## src/rtl/pcm_tx_pkg.sv

```systemverilog
// Shared types and sizing helpers for the PCM serial transmitter.
package pcm_tx_pkg;

    typedef enum logic [1:0] {
        IDLE,
        LOAD,
        SHIFT,
        GAP
    } tx_state_t;

    function automatic int unsigned level_w(input int unsigned depth);
        return $clog2(depth) + 1;
    endfunction

    function automatic int unsigned frame_len(input int unsigned clk_div, input int unsigned data_w);
        return 2 * clk_div * data_w;
    endfunction

endpackage

```

## src/rtl/pcm_sync_fifo.sv

```systemverilog
// Small synchronous FIFO with combinational head output; a push while full is
// accepted when a pop happens in the same cycle.
module pcm_sync_fifo
    import pcm_tx_pkg::*;
#(
    parameter int unsigned WIDTH = 24,
    parameter int unsigned DEPTH = 4
) (
    input  logic                        clk,
    input  logic                        rst_n,
    input  logic                        push,
    input  logic                        pop,
    input  logic [WIDTH-1:0]            din,
    output logic [WIDTH-1:0]            dout,
    output logic [level_w(DEPTH)-1:0]   level,
    output logic                        full,
    output logic                        empty
);

    localparam int unsigned AW = $clog2(DEPTH);
    localparam logic [AW:0] FULL_LVL = DEPTH[AW:0];

    logic [WIDTH-1:0] mem [DEPTH];
    logic [AW-1:0]    wr_ptr;
    logic [AW-1:0]    rd_ptr;
    logic             do_push;
    logic             do_pop;

    assign full    = (level == FULL_LVL);
    assign empty   = (level == '0);
    assign do_pop  = pop && !empty;
    assign do_push = push && (!full || do_pop);
    assign dout    = mem[rd_ptr];

    always_ff @(posedge clk) begin
        if (do_push) begin
            mem[wr_ptr] <= din;
        end
    end

    always_ff @(posedge clk or negedge rst_n) begin
        if (!rst_n) begin
            wr_ptr <= '0;
            rd_ptr <= '0;
            level  <= '0;
        end else begin
            if (do_push) begin
                wr_ptr <= wr_ptr + 1'b1;
            end
            if (do_pop) begin
                rd_ptr <= rd_ptr + 1'b1;
            end
            case ({do_push, do_pop})
                2'b10:   level <= level + 1'b1;
                2'b01:   level <= level - 1'b1;
                default: level <= level;
            endcase
        end
    end

endmodule

```

## src/rtl/pcm_serial_tx.sv

```systemverilog
// Buffers PCM samples in a FIFO and serialises them MSB-first on a master-mode
// frame-select / bit-clock / data interface with a sticky overflow flag.
module pcm_serial_tx
    import pcm_tx_pkg::*;
#(
    parameter int unsigned DATA_W     = 24,
    parameter int unsigned FIFO_DEPTH = 4,
    parameter int unsigned CLK_DIV    = 8,
    parameter int unsigned GAP_CYC    = 16
) (
    input  logic                             clk,
    input  logic                             rst_n,
    input  logic [DATA_W-1:0]                pcm_in,
    input  logic                             pcm_valid,
    input  logic                             ovf_clr,
    output logic                             sclk_out,
    output logic                             fs_out,
    output logic                             sdata_out,
    output logic                             ovf_flag,
    output logic [level_w(FIFO_DEPTH)-1:0]   fifo_level
);

    localparam int unsigned HC_W = (CLK_DIV > 1) ? $clog2(CLK_DIV) : 1;
    localparam int unsigned BC_W = $clog2(DATA_W);
    localparam int unsigned GC_W = (GAP_CYC > 1) ? $clog2(GAP_CYC) : 1;
    localparam logic [HC_W-1:0] HC_LAST = HC_W'(CLK_DIV - 1);
    localparam logic [BC_W-1:0] BC_LAST = BC_W'(DATA_W - 1);
    localparam logic [GC_W-1:0] GC_LAST = GC_W'(GAP_CYC - 1);

    tx_state_t         state;
    logic [HC_W-1:0]   hcnt;
    logic [BC_W-1:0]   bcnt;
    logic [GC_W-1:0]   gcnt;
    logic [DATA_W-2:0] shreg;
    logic [DATA_W-1:0] head;
    logic              full;
    logic              empty;
    logic              pop;
    logic              drop;

    assign pop  = (state == LOAD);
    assign drop = pcm_valid && full && !pop;

    pcm_sync_fifo #(
        .WIDTH (DATA_W),
        .DEPTH (FIFO_DEPTH)
    ) u_fifo (
        .clk   (clk),
        .rst_n (rst_n),
        .push  (pcm_valid),
        .pop   (pop),
        .din   (pcm_in),
        .dout  (head),
        .level (fifo_level),
        .full  (full),
        .empty (empty)
    );

    // The MSB goes straight to sdata_out at LOAD, so the shifter only keeps the remaining bits.
    always_ff @(posedge clk or negedge rst_n) begin
        if (!rst_n) begin
            state     <= IDLE;
            hcnt      <= '0;
            bcnt      <= '0;
            gcnt      <= '0;
            shreg     <= '0;
            sclk_out  <= 1'b0;
            fs_out    <= 1'b0;
            sdata_out <= 1'b0;
        end else begin
            case (state)
                IDLE: begin
                    if (!empty) begin
                        state <= LOAD;
                    end
                end
                LOAD: begin
                    shreg     <= head[DATA_W-2:0];
                    sdata_out <= head[DATA_W-1];
                    fs_out    <= 1'b1;
                    sclk_out  <= 1'b0;
                    hcnt      <= '0;
                    bcnt      <= '0;
                    state     <= SHIFT;
                end
                SHIFT: begin
                    if (hcnt == HC_LAST) begin
                        hcnt     <= '0;
                        sclk_out <= ~sclk_out;
                        if (sclk_out) begin
                            if (bcnt == BC_LAST) begin
                                fs_out    <= 1'b0;
                                sdata_out <= 1'b0;
                                gcnt      <= '0;
                                state     <= GAP;
                            end else begin
                                bcnt      <= bcnt + 1'b1;
                                sdata_out <= shreg[DATA_W-2];
                                shreg     <= {shreg[DATA_W-3:0], 1'b0};
                            end
                        end
                    end else begin
                        hcnt <= hcnt + 1'b1;
                    end
                end
                GAP: begin
                    if (gcnt == GC_LAST) begin
                        state <= IDLE;
                    end else begin
                        gcnt <= gcnt + 1'b1;
                    end
                end
                default: state <= IDLE;
            endcase
        end
    end

    always_ff @(posedge clk or negedge rst_n) begin
        if (!rst_n) begin
            ovf_flag <= 1'b0;
        end else if (drop) begin
            ovf_flag <= 1'b1;
        end else if (ovf_clr) begin
            ovf_flag <= 1'b0;
        end
    end

endmodule

```

## config.mk

```make
export PLATFORM = sky130hd
export DESIGN_NAME = pcm_serial_tx
export DESIGN_NICKNAME = d
export VERILOG_FILES = /design/src/rtl/pcm_tx_pkg.sv /design/src/rtl/pcm_sync_fifo.sv /design/src/rtl/pcm_serial_tx.sv
export SDC_FILE = /design/constraint.sdc
export NUM_CORES = 1
export LEC_CHECK = 0
export BUFFER_PORTS_ARGS = -buffer_cell sky130_fd_sc_hd__buf_2
export CAP_MARGIN = 15
export CORE_UTILIZATION = 50
export DETAILED_ROUTE_END_ITERATION = 12
export GPL_TIMING_DRIVEN = 0
export PLACE_DENSITY_LB_ADDON = 0.3
export SYNTH_ARGS = -nofsm -noshare
export SYNTH_HDL_FRONTEND = slang
export SYNTH_SLANG_ARGS = --single-unit
```

## constraint.sdc

```tcl
create_clock -name clk -period 4.5 [get_ports clk]
set_input_delay 0.225 -clock clk [delete_from_list [all_inputs] [get_ports clk]]
set_output_delay 0.225 -clock clk [all_outputs]
set_load 0.005 [all_outputs]
```

==> impl_metrics.toml, run 1 <==
[die]
rows = 39
start_util_pct = 51.72
core_mm2 = 0.01147
die_w_um = 110.9
ioPinCount = 35
die_h_um = 110.9
die_area_mm2 = 0.01230

[route]
vias_per_cell = 5.545
vias = 3366
drt_wl_total_um = 10500
dr.pass1.iters = 4
drcViolationCount = 0
drt-wirelength-per-cell_um = 17.30
drtIter0Drc = 272
antenna_left = 0

[timing]
finalCritPeriodShare_pct = 57.15
hold_viol = 0
max_freq_ghz = 0.3889
period_minus_slack_ns = 2.572
rsz0062_at_grt = "false"
tns_ns = 0
fin_skew_ns = 0.007850
slew_viol_final = 0
slew_headroom_pct = 45.51
whs_ns = 0.01794
setup_viol_count_final = 0
worstMarginPinSlew_ns = 0.8173

[synth]
synthArstFlopShare_pct = 33.33
synth_seq_cells = 144
syn_avg_cell_area_um2 = 15.17
ys_warn_count = 0
synthFlopType = "edfxtp_1"
yosysTopAreaCellShare_pct = 48.61
synth_cell_types = 41
synth_common_cells = "96 x edfxtp_1, 55 x nand2_1, 48 x dfrtp_1"
ys_seq_area_share_pct = 68.86
synthesis.nets = 434
ys_top_cells_by_area = "edfxtp_1 49%, dfrtp_1 20%, mux4_2 8.0%, nand2_1 3.5%, ha_1 3.0%"
yosysMostFrequentCell = "edfxtp_1"
syn_inst = 391
yosysTopAreaCell = "edfxtp_1"
synth_edf_count = 96
syn_area_mm2 = 0.005931

[clocking]
hold_buffers = 1
ctsHtreeMaxLevel = 4
cts-root-buf = "clkbuf_16"
cts_resized = 0
cts_buffer_depth = 2
post_cts_buffers = 0
cts_tree = "done"
clock_latency_ns = 0.42
clk_pin_slew_ns = 0.06
clkSinkCount = 144
cts_inserted_buffers = 17

[critical_path]
critPathCaptureType = "flip-flop"
cp-endpoint = "u_fifo.level[2]$_DFFE_PN0P_"
r2r_end = "u_fifo.level[2]$_DFFE_PN0P_"
r2r_cells = 12
worstReg2RegStart = "state[1]$_DFFE_PN0P_"
worstPathRequired_ns = 4.85
path_max_fanout = 8
path_class = "flip-flop to flip-flop"
startpoint = "state[1]$_DFFE_PN0P_"
crit_arrival_ns = 2.92
reg2reg_slack_ns = 1.93
worst_setup_path_start_kind = "flip-flop"

[layout]
antenna_cells = 0
syn_to_final_growth_pct = 18.63
drive_above_1_share_pct = 22.63
nNetsFinal = 494
final_area_mm2 = 0.007036

[global_routing]
track_usage_pct = 19.04
grt_start_max_net_pins = 49
antenna_found_initial = 0
grt_pass1_wl_um = 17540
overflow = 0
grt_pass1_vias = 3488

[power_and_ir_drop]
pwr_density_cell_mw_per_mm2 = 700.7
power_mw = 4.930
p_leak_nw = 2.741
ir_drop_mv = 0.3455

[placed_design]
portBuffers = 34
gp_congestion = 0.7449
placed_cell_area_mm2 = 0.006377
dp.final_hpwl_um = 6889

[run]
cap_viol_max_count = 0

[hold_path]
holdCritPathClass = "primary input to flip-flop"

[status]
status = "complete, no violations"
==> worst max-delay path: stages (launching register included) <==
cell and delay (ns):
dfrtp_1 0.37, inv_1 0.10, ha_1 0.25, nor4b_1 0.37
nor2b_1 0.08, clkbuf_1 0.20, inv_1 0.10, ha_1 0.18
inv_1 0.06, fa_1 0.38, xor2_1 0.15, nor2_1 0.12
xor2_1 0.15
==> power by group <==
group / leakage [nW] / internal [mW] / switching [mW] / total, mW
clock network: 0.298 / 0.926 / 0.532 / 1.46
registers: 1.46 / 1.80 / 0.150 / 1.95
logic: 0.987 / 0.667 / 0.856 / 1.52
==> logic make-up after synthesis <==
family,after synthesis,share of synthesized area (%)
xor gates and xnor gates,8,1.181
adders and majority gates,15,3.291
and+or+nand+nor,112,8.460
buffers and inverters,36,2.721
DFF,144,68.86
muxes,27,9.810
AOI/OAI and AO/OA,49,5.675
==> stage by stage <==
stage	instances	setup WS, ns	util (%)
floorplan	391	2.224	-
global placement	568	1.720	54.76
detailed placement	572	1.936	55.61
CTS	605	1.908	61.09
global route	607	1.648	61.35
finish	607	1.928	61.35
==> how the worst min path moves through the flow <==
stage | start | end | slack (ns) | cells past startpoint
finish | pcm_in[17] | u_fifo.mem[2][17]$_DFFE_PP_ | 0.02 | 1
global route | pcm_in[18] | u_fifo.mem[2][18]$_DFFE_PP_ | 0.005 | 1
CTS | pcm_in[17] | u_fifo.mem[0][17]$_DFFE_PP_ | 0.005 | 1
detailed placement | ovf_clr | ovf_flag$_DFFE_PN0P_ | 0.42 | 2
global placement | ovf_clr | ovf_flag$_DFFE_PN0P_ | 0.42 | 2
floorplan | rst_n | bcnt[0]$_DFFE_PN0P_ | -0.07 | 0
==> sequential cells by signal, summed over array words and instances (netlist names), 2 cells and up <==
name,count
u_fifo.level,3
shreg,23
u_fifo.wr_ptr,2
u_fifo.mem,96
u_fifo.rd_ptr,2
hcnt,3
gcnt,4
bcnt,5
state,2
==> layout by cell type (no fill, tap or decap), drive strengths merged, types with 5 or more instances in the layout <==
cell type	count
o21ai	13
a31oi	23
inv	20
dfrtp	48
mux4	24
nand4	5
buf	49
clkbuf	25
nor2	26
nand3	9
ha	14
edfxtp	96
clkinv	7
nand2	55
==> area by class of cell <==
type	instances	area, um^2
tap	143	178.9
sequential	144	4084
clock inverter	14	188.9
buffer	17	90.09
inverter	19	71.32
clock buffer	18	429.2
timing repair buffer	41	307.8
fill	826	4432
multi-input combinational	211	1685
==> metal layers <==
| layer | vias up | wire length [um] | track usage, % |
|---|---|---|---|
| li1 | 1581 | - | - |
| met1 | 1693 | 4581 | 24.34 |
| met2 | 74 | 5300 | 30.23 |
| met3 | 18 | 413 | 5.467 |
| met4 | 0 | 208 | 8.889 |
| met5 | - | 0 | 0 |
Note: power is estimated with default switching activity, not from simulation.
==> run 2: changes to the inputs <==
- ABC_AREA: default -> 1
- clock period: 4.5 -> 2.1 ns (I/O delays scaled with it)
==> impl_metrics.toml, run 2 <==
[timing]
fin_skew_ns = 0.005131
worstMarginPinSlew_ns = 0.5709
setup_viol_count_final = 0
max_freq_ghz = 0.5056
whs_ns = 0.1004
finalCritPeriodShare_pct = 94.18
finalWorstSetupSlack_ns = 0.1222
rsz0062_at_grt = "true"
period_minus_slack_ns = 1.978
slew_headroom_pct = 61.94
hold_viol = 0
slew_viol_final = 0

[power_and_ir_drop]
pwr_density_cell_mw_per_mm2 = 1011
power_mw = 7.933
p_leak_nw = 3.450
seqPwrFrac_pct = 45.7
p_int_mw = 6.036
switching_share_pct = 23.92
ir_drop_mv = 0.6152
p_switching_mw = 1.897
combPwrFrac_pct = 12.8
clkPwrFrac_pct = 41.5

[critical_path]
path_class = "flip-flop to flip-flop"
critPathCaptureType = "flip-flop"
r2r_end = "u_fifo.mem[1][20]$_DFFE_PP_"
worst_setup_path_start_kind = "flip-flop"
crit_arrival_ns = 2.11
r2r_cells = 8
worstPathRequired_ns = 2.23
worstReg2RegStart = "state[1]$_DFFE_PN0P_"
path_max_fanout = 14
reg2reg_slack_ns = 0.12
startpoint = "state[1]$_DFFE_PN0P_"

[layout]
nNetsFinal = 756
fill_cells = 922
top_register = "u_fifo.mem"
largest_reg_flops = 96
final_cell_mix = "254 x nand2_1, 96 x edfxtp_1, 85 x nand3_1"
regArea_mm2 = 0.004084
antenna_cells = 0
layout_commonest_cell = "nand2_1"
multi_input_area_mm2 = 0.001941
syn_to_final_growth_pct = 25.25
largestRegisters = "u_fifo.mem: 96 flops, shreg: 23 flops, bcnt: 5 flops"
drive_above_1_share_pct = 17.22

[route]
dr.pass1.iters = 5
vias_per_cell = 5.144
drt_wl_total_um = 13810
drcViolationCount = 0
drt-wirelength-per-cell_um = 15.44
drtIter0Drc = 302
antenna_left = 0
vias = 4599

[clocking]
cts_buffer_depth = 2
clock_latency_ns = 0.43
cts_inserted_buffers = 17
clkSinkCount = 144
ctsHtreeMaxLevel = 4
cts_tree = "done"
clk_pin_slew_ns = 0.06
cts-root-buf = "clkbuf_16"

[die]
ioPinCount = 35
die_w_um = 113.9
core_mm2 = 0.01211
rows = 40
die_h_um = 113.9
die_area_mm2 = 0.01298
start_util_pct = 51.71

[placed_design]
dpl_worst_slack_ns = -0.4761
gp_congestion = 0.7967
dp.final_hpwl_um = 8689
portBuffers = 34

[synth]
ys_top_cells_by_area = "edfxtp_1 46%, dfrtp_1 19%, nand2_1 15%, nand3_1 6.8%, ha_1 2.8%"
synth_common_cells = "255 x nand2_1, 96 x edfxtp_1, 85 x nand3_1"
synth_edf_count = 96
yosysTopAreaCell = "edfxtp_1"
synthesis.nets = 658
syn_inst = 615
synthArstFlopShare_pct = 33.33
ys_warn_count = 0
yosysMostFrequentCell = "nand2_1"
synthFlopType = "edfxtp_1"
syn_avg_cell_area_um2 = 10.18
yosysTopAreaCellShare_pct = 46.02
syn_area_mm2 = 0.006264
ys_seq_area_share_pct = 65.20
synth_cell_types = 28
synth_seq_cells = 144

[global_routing]
grt_start_max_net_pins = 49
grt_pass1_wl_um = 22710
antenna_found_initial = 0
overflow = 0
track_usage_pct = 23.46
grt_pass1_vias = 4624

[hold_path]
holdCritPathClass = "primary input to async pin"

[run]
cap_viol_max_count = 0

[status]
status = "complete, no violations"
run 2: changes by cell type after synthesis, sizes merged, moves of 3 or more:
cell	change
xnor2	-3
nand2	+202
buf	+10
nor2	-5
inv	+16
nor2b	-4
mux4	-24
a22o	-3
a31oi	-23
and2	-4
nand3	+76
mux2i	-3
run 2: worst max-delay path by stage:
stage               slack (ns)                           to
floorplan                -0.32   u_fifo.mem[0][0]$_DFFE_PP_
global placement         -1.38  u_fifo.mem[0][18]$_DFFE_PP_
detailed placement       -0.48  u_fifo.mem[3][19]$_DFFE_PP_
CTS                      0.002  u_fifo.level[2]$_DFFE_PN0P_
global route            -0.003  u_fifo.level[2]$_DFFE_PN0P_
finish                    0.12  u_fifo.mem[1][20]$_DFFE_PP_
run 2: stage by stage:
step | util, % | instance area (um^2) | TNS (ns) | std cells
detailed placement | 55.64 | 6739 | -33.42 | 821
finish | 64.77 | 7845 | 0 | 894
floorplan | - | 6264 | -30.80 | 615
global placement | 54.86 | 6644 | -128.60 | 817
CTS | 63.79 | 7726 | 0 | 883
global route | 64.77 | 7845 | -0.002837 | 894
run 2: cell type report:
| type | instances | share of cell area [%] |
|---|---|---|
| Clock inverter | 14 | 2.711 |
| Timing Repair Buffer | 79 | 8.517 |
| Multi-Input combinational cell | 409 | 24.74 |
| Tap cell | 168 | 2.679 |
| Inverter | 34 | 1.627 |
| Clock buffer | 18 | 5.471 |
| Sequential cell | 144 | 52.06 |
| Buffer | 28 | 2.201 |
run 2: per-layer routing:
layer | up-vias | GRT usage (%) | share of wire [%]
met2 | 170 | 38.34 | 50
met5 | - | 0 | 0
met4 | 0 | 10.74 | 1.9
met3 | 24 | 5.526 | 6.0
li1 | 2221 | - | -
met1 | 2184 | 29.78 | 42
run 2: power by group through the flow:
stage / Sequential, mW / Combinational [mW] / Clock, mW
2_1_floorplan: 3.66 / 0.406 / 0
3_3_place_gp: 3.68 / 0.634 / 0
3_5_place_dp: 3.68 / 0.782 / 0
4_1_cts: 3.62 / 0.910 / 3.30
5_1_grt: 3.65 / 1.12 / 3.42
6_report: 3.63 / 1.02 / 3.29
run 2: timing repair:
action | 4_1_cts | 5_1_grt
hold endpoints to repair | 145 | 0
pin swaps | 1 | 2
buffers inserted | 3 | 10
setup endpoints to repair | 98 | 38
gates resized for setup | 10 | 6
hold buffers | 27 | 0
run 2: kinds of logic (layout without fill, tap and decap cells):
kind of cell | Yosys count | in the layout | share of synthesized area (%)
AOI/OAI and AO/OA | 18 | 18 | 1.718
xor gates and xnor gates | 6 | 6 | 0.8390
adders and majority gates | 15 | 15 | 3.116
buffers and inverters | 62 | 173 | 4.794
DFF | 144 | 144 | 65.20
and+or+nand+nor | 370 | 370 | 24.33
run 2: critical path: stages (launching register included):
cell and delay (ns):
dfrtp_1 0.42, inv_2 0.11, ha_4 0.18, inv_2 0.06, nand2_1 0.11, nand2_4 0.07, buf_12 0.14, nor2_4 0.37
buf_16 0.21
